==> src/rtl/map_pkg.sv <==
// Shared types and constants for the scrolling map draw stage:
// texel/address typedefs, FSM state enums and the camera clamp helper.
package map_pkg;

  localparam int MAP_DIM = 256;
  localparam int VGA_W   = 26;

  typedef logic [7:0]  texel_t;
  typedef logic [15:0] map_addr_t;

  typedef enum logic {
    CAM_ACTIVE = 1'b0,
    CAM_BLANK  = 1'b1
  } cam_state_t;

  typedef enum logic [1:0] {
    PRB_IDLE = 2'd0,
    PRB_ADDR = 2'd1,
    PRB_READ = 2'd2
  } probe_state_t;

  // Largest camera origin that still keeps the whole view inside the map.
  function automatic texel_t cam_limit(input int view, input int shift);
    int span;
    span = MAP_DIM - (view >> shift);
    if (span < 0) begin
      return 8'd0;
    end else if (span > 255) begin
      return 8'd255;
    end else begin
      return texel_t'(span);
    end
  endfunction

endpackage

==> src/rtl/vga_delay.sv <==
// Fixed-depth register delay line for the VGA timing bundle; also exposes
// the low TAP_W bits one stage before the end for output-aligned decisions.
module vga_delay #(
  parameter int DEPTH = 3,
  parameter int W     = 26,
  parameter int TAP_W = 2
) (
  input  logic             clk,
  input  logic             rst_n,
  input  logic [W-1:0]     i_data,
  output logic [W-1:0]     o_data,
  output logic [TAP_W-1:0] o_tap
);

  logic [DEPTH-1:0][W-1:0] r_pipe;

  // Shift register: stage 0 takes the input, each later stage the previous one.
  always_ff @(posedge clk or negedge rst_n) begin
    if (!rst_n) begin
      r_pipe <= '0;
    end else begin
      r_pipe[0] <= i_data;
      for (int k = 1; k < DEPTH; k++) begin
        r_pipe[k] <= r_pipe[k-1];
      end
    end
  end

  assign o_data = r_pipe[DEPTH-1];
  assign o_tap  = r_pipe[DEPTH-2][TAP_W-1:0];

endmodule

==> src/rtl/draw_map_stage.sv <==
// Scrolling tile-map pixel stage: address -> external ROM -> blanked RGB.
// Optional collision probes are built when MAP_COLLISION_EN is defined.
module draw_map_stage
  import map_pkg::*;
#(
  parameter int          SCALE_SHIFT = 2,
  parameter int          VIEW_W      = 1024,
  parameter int          VIEW_H      = 768,
  parameter logic [11:0] SOLID_RGB   = 12'h000
) (
  input  logic        clk,
  input  logic        rst_n,
  input  logic [10:0] vcount_in,
  input  logic [10:0] hcount_in,
  input  logic        vsync_in,
  input  logic        hsync_in,
  input  logic        vblnk_in,
  input  logic        hblnk_in,
  input  logic [7:0]  cam_x_req,
  input  logic [7:0]  cam_y_req,
  input  logic        cam_valid,
  output logic        cam_ready,
  output logic [15:0] map_addr,
  input  logic [11:0] map_rgb,
`ifdef MAP_COLLISION_EN
  input  logic [7:0]  probe_x0,
  input  logic [7:0]  probe_y0,
  input  logic [7:0]  probe_x1,
  input  logic [7:0]  probe_y1,
  input  logic        probe_valid,
  output logic [15:0] probe_addr0,
  output logic [15:0] probe_addr1,
  input  logic [11:0] probe_rgb0,
  input  logic [11:0] probe_rgb1,
  output logic        probe_done,
  output logic        solid0,
  output logic        solid1,
  output logic        probe_busy,
`endif
  output logic [10:0] vcount_out,
  output logic [10:0] hcount_out,
  output logic        vsync_out,
  output logic        hsync_out,
  output logic        vblnk_out,
  output logic        hblnk_out,
  output logic [11:0] rgb_out
);

  localparam texel_t CAM_X_LIM = cam_limit(VIEW_W, SCALE_SHIFT);
  localparam texel_t CAM_Y_LIM = cam_limit(VIEW_H, SCALE_SHIFT);

  cam_state_t       r_cam_state, w_cam_state_nxt;
  logic             r_vblnk_prev;
  logic             r_cam_ready;
  texel_t           r_cam_x, r_cam_y;
  texel_t           w_map_x, w_map_y;
  map_addr_t        r_map_addr;
  logic [11:0]      r_rgb;
  logic [VGA_W-1:0] w_vga_in, w_vga_out;
  logic [1:0]       w_blank_tap;

  assign w_map_x = texel_t'(hcount_in >> SCALE_SHIFT) + r_cam_x;
  assign w_map_y = texel_t'(vcount_in >> SCALE_SHIFT) + r_cam_y;

  // Stage A: map address register.
  always_ff @(posedge clk or negedge rst_n) begin
    if (!rst_n) begin
      r_map_addr <= 16'h0000;
    end else begin
      r_map_addr <= {w_map_y, w_map_x};
    end
  end

  // Camera FSM next state: toggles on vblank edges only.
  always_comb begin
    w_cam_state_nxt = r_cam_state;
    case (r_cam_state)
      CAM_ACTIVE: begin
        if (vblnk_in && !r_vblnk_prev) begin
          w_cam_state_nxt = CAM_BLANK;
        end else begin
          w_cam_state_nxt = CAM_ACTIVE;
        end
      end
      CAM_BLANK: begin
        if (!vblnk_in && r_vblnk_prev) begin
          w_cam_state_nxt = CAM_ACTIVE;
        end else begin
          w_cam_state_nxt = CAM_BLANK;
        end
      end
      default: w_cam_state_nxt = CAM_ACTIVE;
    endcase
  end

  // Camera state, handshake and clamped origin; origin only moves during blank.
  always_ff @(posedge clk or negedge rst_n) begin
    if (!rst_n) begin
      r_cam_state  <= CAM_ACTIVE;
      r_vblnk_prev <= 1'b0;
      r_cam_ready  <= 1'b0;
      r_cam_x      <= 8'd0;
      r_cam_y      <= 8'd0;
    end else begin
      r_cam_state  <= w_cam_state_nxt;
      r_vblnk_prev <= vblnk_in;
      r_cam_ready  <= (w_cam_state_nxt == CAM_BLANK);
      if (cam_valid && r_cam_ready) begin
        r_cam_x <= (cam_x_req > CAM_X_LIM) ? CAM_X_LIM : cam_x_req;
        r_cam_y <= (cam_y_req > CAM_Y_LIM) ? CAM_Y_LIM : cam_y_req;
      end
    end
  end

  assign w_vga_in = {vcount_in, hcount_in, vsync_in, hsync_in, vblnk_in, hblnk_in};

  vga_delay #(
    .DEPTH (3),
    .W     (VGA_W),
    .TAP_W (2)
  ) u_vga_delay (
    .clk    (clk),
    .rst_n  (rst_n),
    .i_data (w_vga_in),
    .o_data (w_vga_out),
    .o_tap  (w_blank_tap)
  );

  // Stage C: the tap is the blank state that leaves alongside this pixel.
  always_ff @(posedge clk or negedge rst_n) begin
    if (!rst_n) begin
      r_rgb <= 12'h000;
    end else begin
      r_rgb <= (|w_blank_tap) ? 12'h000 : map_rgb;
    end
  end

  assign {vcount_out, hcount_out, vsync_out, hsync_out, vblnk_out, hblnk_out} = w_vga_out;
  assign rgb_out   = r_rgb;
  assign map_addr  = r_map_addr;
  assign cam_ready = r_cam_ready;

`ifdef MAP_COLLISION_EN
  probe_state_t r_prb_state, w_prb_state_nxt;
  map_addr_t    r_probe_addr0, r_probe_addr1;
  logic         r_probe_done, r_solid0, r_solid1, r_probe_busy;

  // Probe FSM next state: fixed three-step walk, new requests only in IDLE.
  always_comb begin
    w_prb_state_nxt = r_prb_state;
    case (r_prb_state)
      PRB_IDLE: begin
        if (probe_valid) begin
          w_prb_state_nxt = PRB_ADDR;
        end else begin
          w_prb_state_nxt = PRB_IDLE;
        end
      end
      PRB_ADDR: w_prb_state_nxt = PRB_READ;
      PRB_READ: w_prb_state_nxt = PRB_IDLE;
      default:  w_prb_state_nxt = PRB_IDLE;
    endcase
  end

  // Probe registers: capture points, then classify ROM data one cycle later.
  always_ff @(posedge clk or negedge rst_n) begin
    if (!rst_n) begin
      r_prb_state   <= PRB_IDLE;
      r_probe_addr0 <= 16'h0000;
      r_probe_addr1 <= 16'h0000;
      r_probe_done  <= 1'b0;
      r_solid0      <= 1'b0;
      r_solid1      <= 1'b0;
      r_probe_busy  <= 1'b0;
    end else begin
      r_prb_state  <= w_prb_state_nxt;
      r_probe_busy <= (w_prb_state_nxt != PRB_IDLE);
      r_probe_done <= (r_prb_state == PRB_READ);
      if (r_prb_state == PRB_IDLE && probe_valid) begin
        r_probe_addr0 <= {probe_y0, probe_x0};
        r_probe_addr1 <= {probe_y1, probe_x1};
      end
      if (r_prb_state == PRB_READ) begin
        r_solid0 <= (probe_rgb0 == SOLID_RGB);
        r_solid1 <= (probe_rgb1 == SOLID_RGB);
      end
    end
  end

  assign probe_addr0 = r_probe_addr0;
  assign probe_addr1 = r_probe_addr1;
  assign probe_done  = r_probe_done;
  assign solid0      = r_solid0;
  assign solid1      = r_solid1;
  assign probe_busy  = r_probe_busy;
`endif

endmodule

==> config.mk <==
export PLATFORM = sky130hd
export DESIGN_NAME = draw_map_stage
export DESIGN_NICKNAME = d
export VERILOG_FILES = /design/src/rtl/map_pkg.sv /design/src/rtl/vga_delay.sv /design/src/rtl/draw_map_stage.sv
export SDC_FILE = /design/constraint.sdc
export NUM_CORES = 1
export LEC_CHECK = 0
export CORE_ASPECT_RATIO = 0.9
export CORE_MARGIN = 5
export CORE_UTILIZATION = 49
export CTS_BUF_LIST = sky130_fd_sc_hd__clkbuf_8
export DETAILED_ROUTE_END_ITERATION = 8
export GPL_TIMING_DRIVEN = 0
export PLACE_DENSITY = 0.9
export SYNTH_ARGS = -nofsm -noshare
export SYNTH_HDL_FRONTEND = slang
export SYNTH_SLANG_ARGS = --single-unit
==> constraint.sdc <==
create_clock -name clk -period 2.5 [get_ports clk]
set_clock_uncertainty 0.1 [all_clocks]
set_input_delay 0.5 -clock clk [delete_from_list [all_inputs] [get_ports clk]]
set_output_delay 0.5 -clock clk [all_outputs]
set_load 0.01 [all_outputs]
---- After elaboration in Yosys (flattened, before gate mapping) ----
Index checks and enable logic that the tools add are counted.
word-level totals
  flip-flop bits (word level) ............. 124
  output and inout port bits .............. 55
  word-level logic and storage cells ...... 26
  input port bits ......................... 57
cells by class
  bitwise operators ....................... 1
  add/subtract/negate cells ............... 2
  reductions and logical operators ........ 6
  muxes and demuxes ....................... 6
  $lt $le $gt $ge ......................... 2
operator list
  operator                                                        number
  adder 8 bit                                                     2
  two-way mux 8 bit                                               2
  two-way mux 12 bit                                              1
  greater-than comparator 8 x 1 -> 1 bit (second input constant)  1
  greater-than comparator 8 x 7 -> 1 bit (second input constant)  1
  logical AND 1 bit                                               3
  zero test 1 bit                                                 2
  two-way mux 1 bit                                               2
  one-hot mux 1 bit (2 select lines)                              1
  OR reduction 2 bit                                              1
  NOT 1 bit                                                       1

---- Longest topological paths before layout ----
  depth in word-level cells ............... 4
  mapped depth ............................ 7
  mapped depth without buffers ............ 7

---- Modules after synthesis ----
Synthesis repeated with hierarchy kept, for this count alone.
second synthesis, totals
  cells, all modules ...................... 270
  area total of the unflattened synthesis .. 4157.7 um2
modules (own cells, without submodules)
  module          area each (um2)  seq. area each (um2)  cells each  times used
  vga_delay       2162.1           1951.9                106         1
  draw_map_stage  1995.7           1151.1                164         1

---- Least setup slack after synthesis ----
Ideal clock, no wire load.
  path kind ............................... input to register
  start ................................... in hcount_in[2]
  end ..................................... reg r_map_addr[6] (netlist: map_addr[6])
  path buffers ............................ 0
  cell stages on the path ................. 7
  arrival ................................. 1.826 ns
  setup time .............................. 0.069 ns
  slack ................................... 0.505 ns
  data required time ...................... 2.331 ns
  cells stage by stage .................... ha_1 > inv_1 > fa_1 > nor2b_4 > o31a_1 > or4b_1 > nand3_1
on the way
  word-level cells in the longest chain between the ends .. 1
RTL lines
  item                  RTL line              text
  start, declared       draw_map_stage.sv:14  input logic [10:0] hcount_in,
  adder 8 bit           draw_map_stage.sv:62  assign w_map_x = texel_t'(hcount_in >> SCALE_SHIFT) + r_cam_x;
  named net w_map_x[6]  draw_map_stage.sv:56  texel_t w_map_x, w_map_y;
  end signal, assigned  draw_map_stage.sv:70  r_map_addr <= {w_map_y, w_map_x};
  end, declared         draw_map_stage.sv:57  map_addr_t r_map_addr;
The timed path passes the listed nets, and every way through them passes these cells.
A chain may end at the register's enable or synchronous reset.

---- Final worst setup path ----
Ends and elaborated chain as after synthesis.

==> results.ini <==
[cells_and_area]
nFillCells=514
nNetsFinal=459
area_growth_syn_to_layout_pct=39.21
final_layout_size_suffix_gt1_share_pct=14.29
mostFrequentLayoutCell=dfrtp_1
final_cell_mix=123 x dfrtp_1, 102 x clkdlybuf4s50_1, 23 x buf_4
post-route-util_pct=70.20
antenna_cells=0

[sta]
final-setup-viol-count=0
rsz0062_at_grt=false
hold_viol=0
final.min_clock_period_ns=2.184
clock.fmax_ghz=0.4579
slew_headroom_pct=54.19
slew_viol_final=0
layout_setup_ws_ns=0.3162
worst_slew_pin_slew_ns=0.6871
fin_tns_setup_ns=0
fin_crit_sh_pct=87.35

[floorplanning]
start_util_pct=50.42
die_h_um=96.65
die-area_sq_um=10270
row_count=31
die_width_um=106.3
ios=112
coreArea_sq_um=8107

[synth]
syn-num-nets=336
avgSynthCellArea_sq_um=15.54
synthDistinctLibCells=29
synth_edf_count=0
yosysSeqAreaShare_pct=75.30
ys.flop_type=dfrtp_1
syn_inst=263
synthArstFlopShare_pct=100.0
ys_ff_latch=123
yosys_warnings=0
netlist_area_sq_um=4088

[power_and_ir_drop]
power.internal_mw=3.374
pwr-share-clk_pct=40.9
pwr-share-comb_pct=10.5
switchingPower_mw=1.037
p_seq_share_pct=48.6
power_density_nw_per_um2=775.3
p_leak_nw=2.591
vdd_ir_drop_max_v=0.0003212
swShare_pct=23.51

[routing]
viasPerCell=4.699
drtPass1Iterations=4
wl_per_cell_um=14.90
routed-via-count=2340
ant_nets=0
dr.first_iter.drc_count=76
remaining_drc_errors=0
routed_wl_um=7422

[clocking]
numCtsBuffers=17
clockBufferDepth=2
postCtsSetupRepairBufs=0
clkSinkCount=123
clk_latency_ns=0.41
ctsHtreeMaxLevel=4
clk_pin_slew_worst_paths_ns=0.07
cts_resized=0
cts_tree=done
cts_root_buf=clkbuf_8
cts_hold_buffers=0

[outcome]
outcome=finished clean

[global_routing]
grt_pass1_vias=2530
globalRoute.totalOverflow=0
grt_max_degree=70
grt_pass1_wl_um=12490
antenna_found_initial=0
grt.total_usage_pct=15.61

[critical_path]
worstPathRequired_ns=2.75
crit_arrival_ns=2.43
start_kind=input pin
crit_fanout=3
crit_type=in2reg
endpoint_kind=flop

[hold_path]
hp-class=in2async

[placed_design]
dp_hpwl_um=5453
post-place-ws_ns=-0.09466
gp_congestion=0.8262
portBuffers=103

[job]
max-cap-violations=0

-- critical path, cell delays in order --
cell,delay (ns)
clkdlybuf4s50_1,0.43
ha_1,0.25
inv_1,0.08
fa_1,0.25
nor2b_4,0.06
o31a_1,0.27
or4b_1,0.48
nand3_1,0.10
-- per-stage QoR --
step	total power, mW	hold slack [ns]	area [sq um]	instances
final	4.412	0.01573	5690	498
after global routing	4.599	0.05983	5690	498
after detailed placement	2.652	0.2347	5268	466
after floorplan	2.352	0.1044	4088	263
after global placement	2.626	0.2318	5243	465
after CTS	4.463	0.02360	5690	498
-- layer usage --
layer  part of all wire (%)  up-vias  track usage [%]
met3                    5.6       12            4.527
li1                       -     1106                -
met2                     52       77            26.11
met4                    2.2        0            7.470
met5                      0        -                0
met1                     40     1145            18.47
-- power by group through the flow --
stage / logic [mW] / clock network [mW] / registers (mW)
2_1_floorplan: 0.151 / 0 / 2.20
3_3_place_gp: 0.444 / 0 / 2.18
3_5_place_dp: 0.467 / 0 / 2.19
4_1_cts: 0.470 / 1.85 / 2.15
5_1_grt: 0.503 / 1.94 / 2.16
6_report: 0.463 / 1.80 / 2.15
-- sequential cells by signal, summed over array words and instances (netlist names) --
name                count
map_addr               16
r_cam_x                 8
u_vga_delay.r_pipe     50
cam_ready               1
rgb_out                12
u_vga_delay.o_data     26
u_vga_delay.o_tap       2
r_cam_y                 8
-- layout make-up --
type                    count  area [sq um]  share of cell area, %
clock buffers              17         234.0                  4.112
flip-flops and latches    123          3078                  54.09
inverters                  10         37.54                 0.6596
plain buffers              24         172.7                  3.034
multi-input cells         106         799.5                  14.05
well taps                  99         123.9                  2.177
repair buffers            104          1056                  18.56
clock inverters            15         188.9                  3.320
-- cell usage after synthesis (3+ instances only) --
library cell  count  area, sq um
nor2_1            9        33.78
a21oi_1          11        55.05
inv_1            10        37.54
a211oi_1          4        30.03
o21ai_0           7        35.03
dfrtp_1         123         3078
a22o_1            6        52.55
and2_1           20        125.1
xnor2_1           6        52.55
buf_4            22        165.2
ha_1             14        175.2
nand2_1           3        11.26
-- worst paths after layout --
check / from / end / slack (ns) / cells after the start
min reg2reg: u_vga_delay.r_pipe[20]$_DFF_PN0_ / u_vga_delay.r_pipe[46]$_DFF_PN0_ / 0.24 / 0
max reg2reg: r_cam_x[0]$_DFFE_PN0P_ / map_addr[6]$_DFF_PN0_ / 0.50 / 7
max in group asynchronous: rst_n / rgb_out[0]$_DFF_PN0_ / 1.54 / 2
min: rst_n / map_addr[8]$_DFF_PN0_ / 0.02 / 1
max: hcount_in[2] / map_addr[6]$_DFF_PN0_ / 0.32 / 8
min in group clk: u_vga_delay.r_pipe[20]$_DFF_PN0_ / u_vga_delay.r_pipe[46]$_DFF_PN0_ / 0.24 / 0
-- kinds of logic after synthesis --
logic type,share of synthesized area [%]
DFF,75.30
xor gates and xnor gates,1.714
and+or+nand+nor,5.724
buffers and inverters,5.143
adders and majority gates,5.510
muxes,0.2449
AOI/OAI and AO/OA,6.366
(Power assumes the default switching activity.)
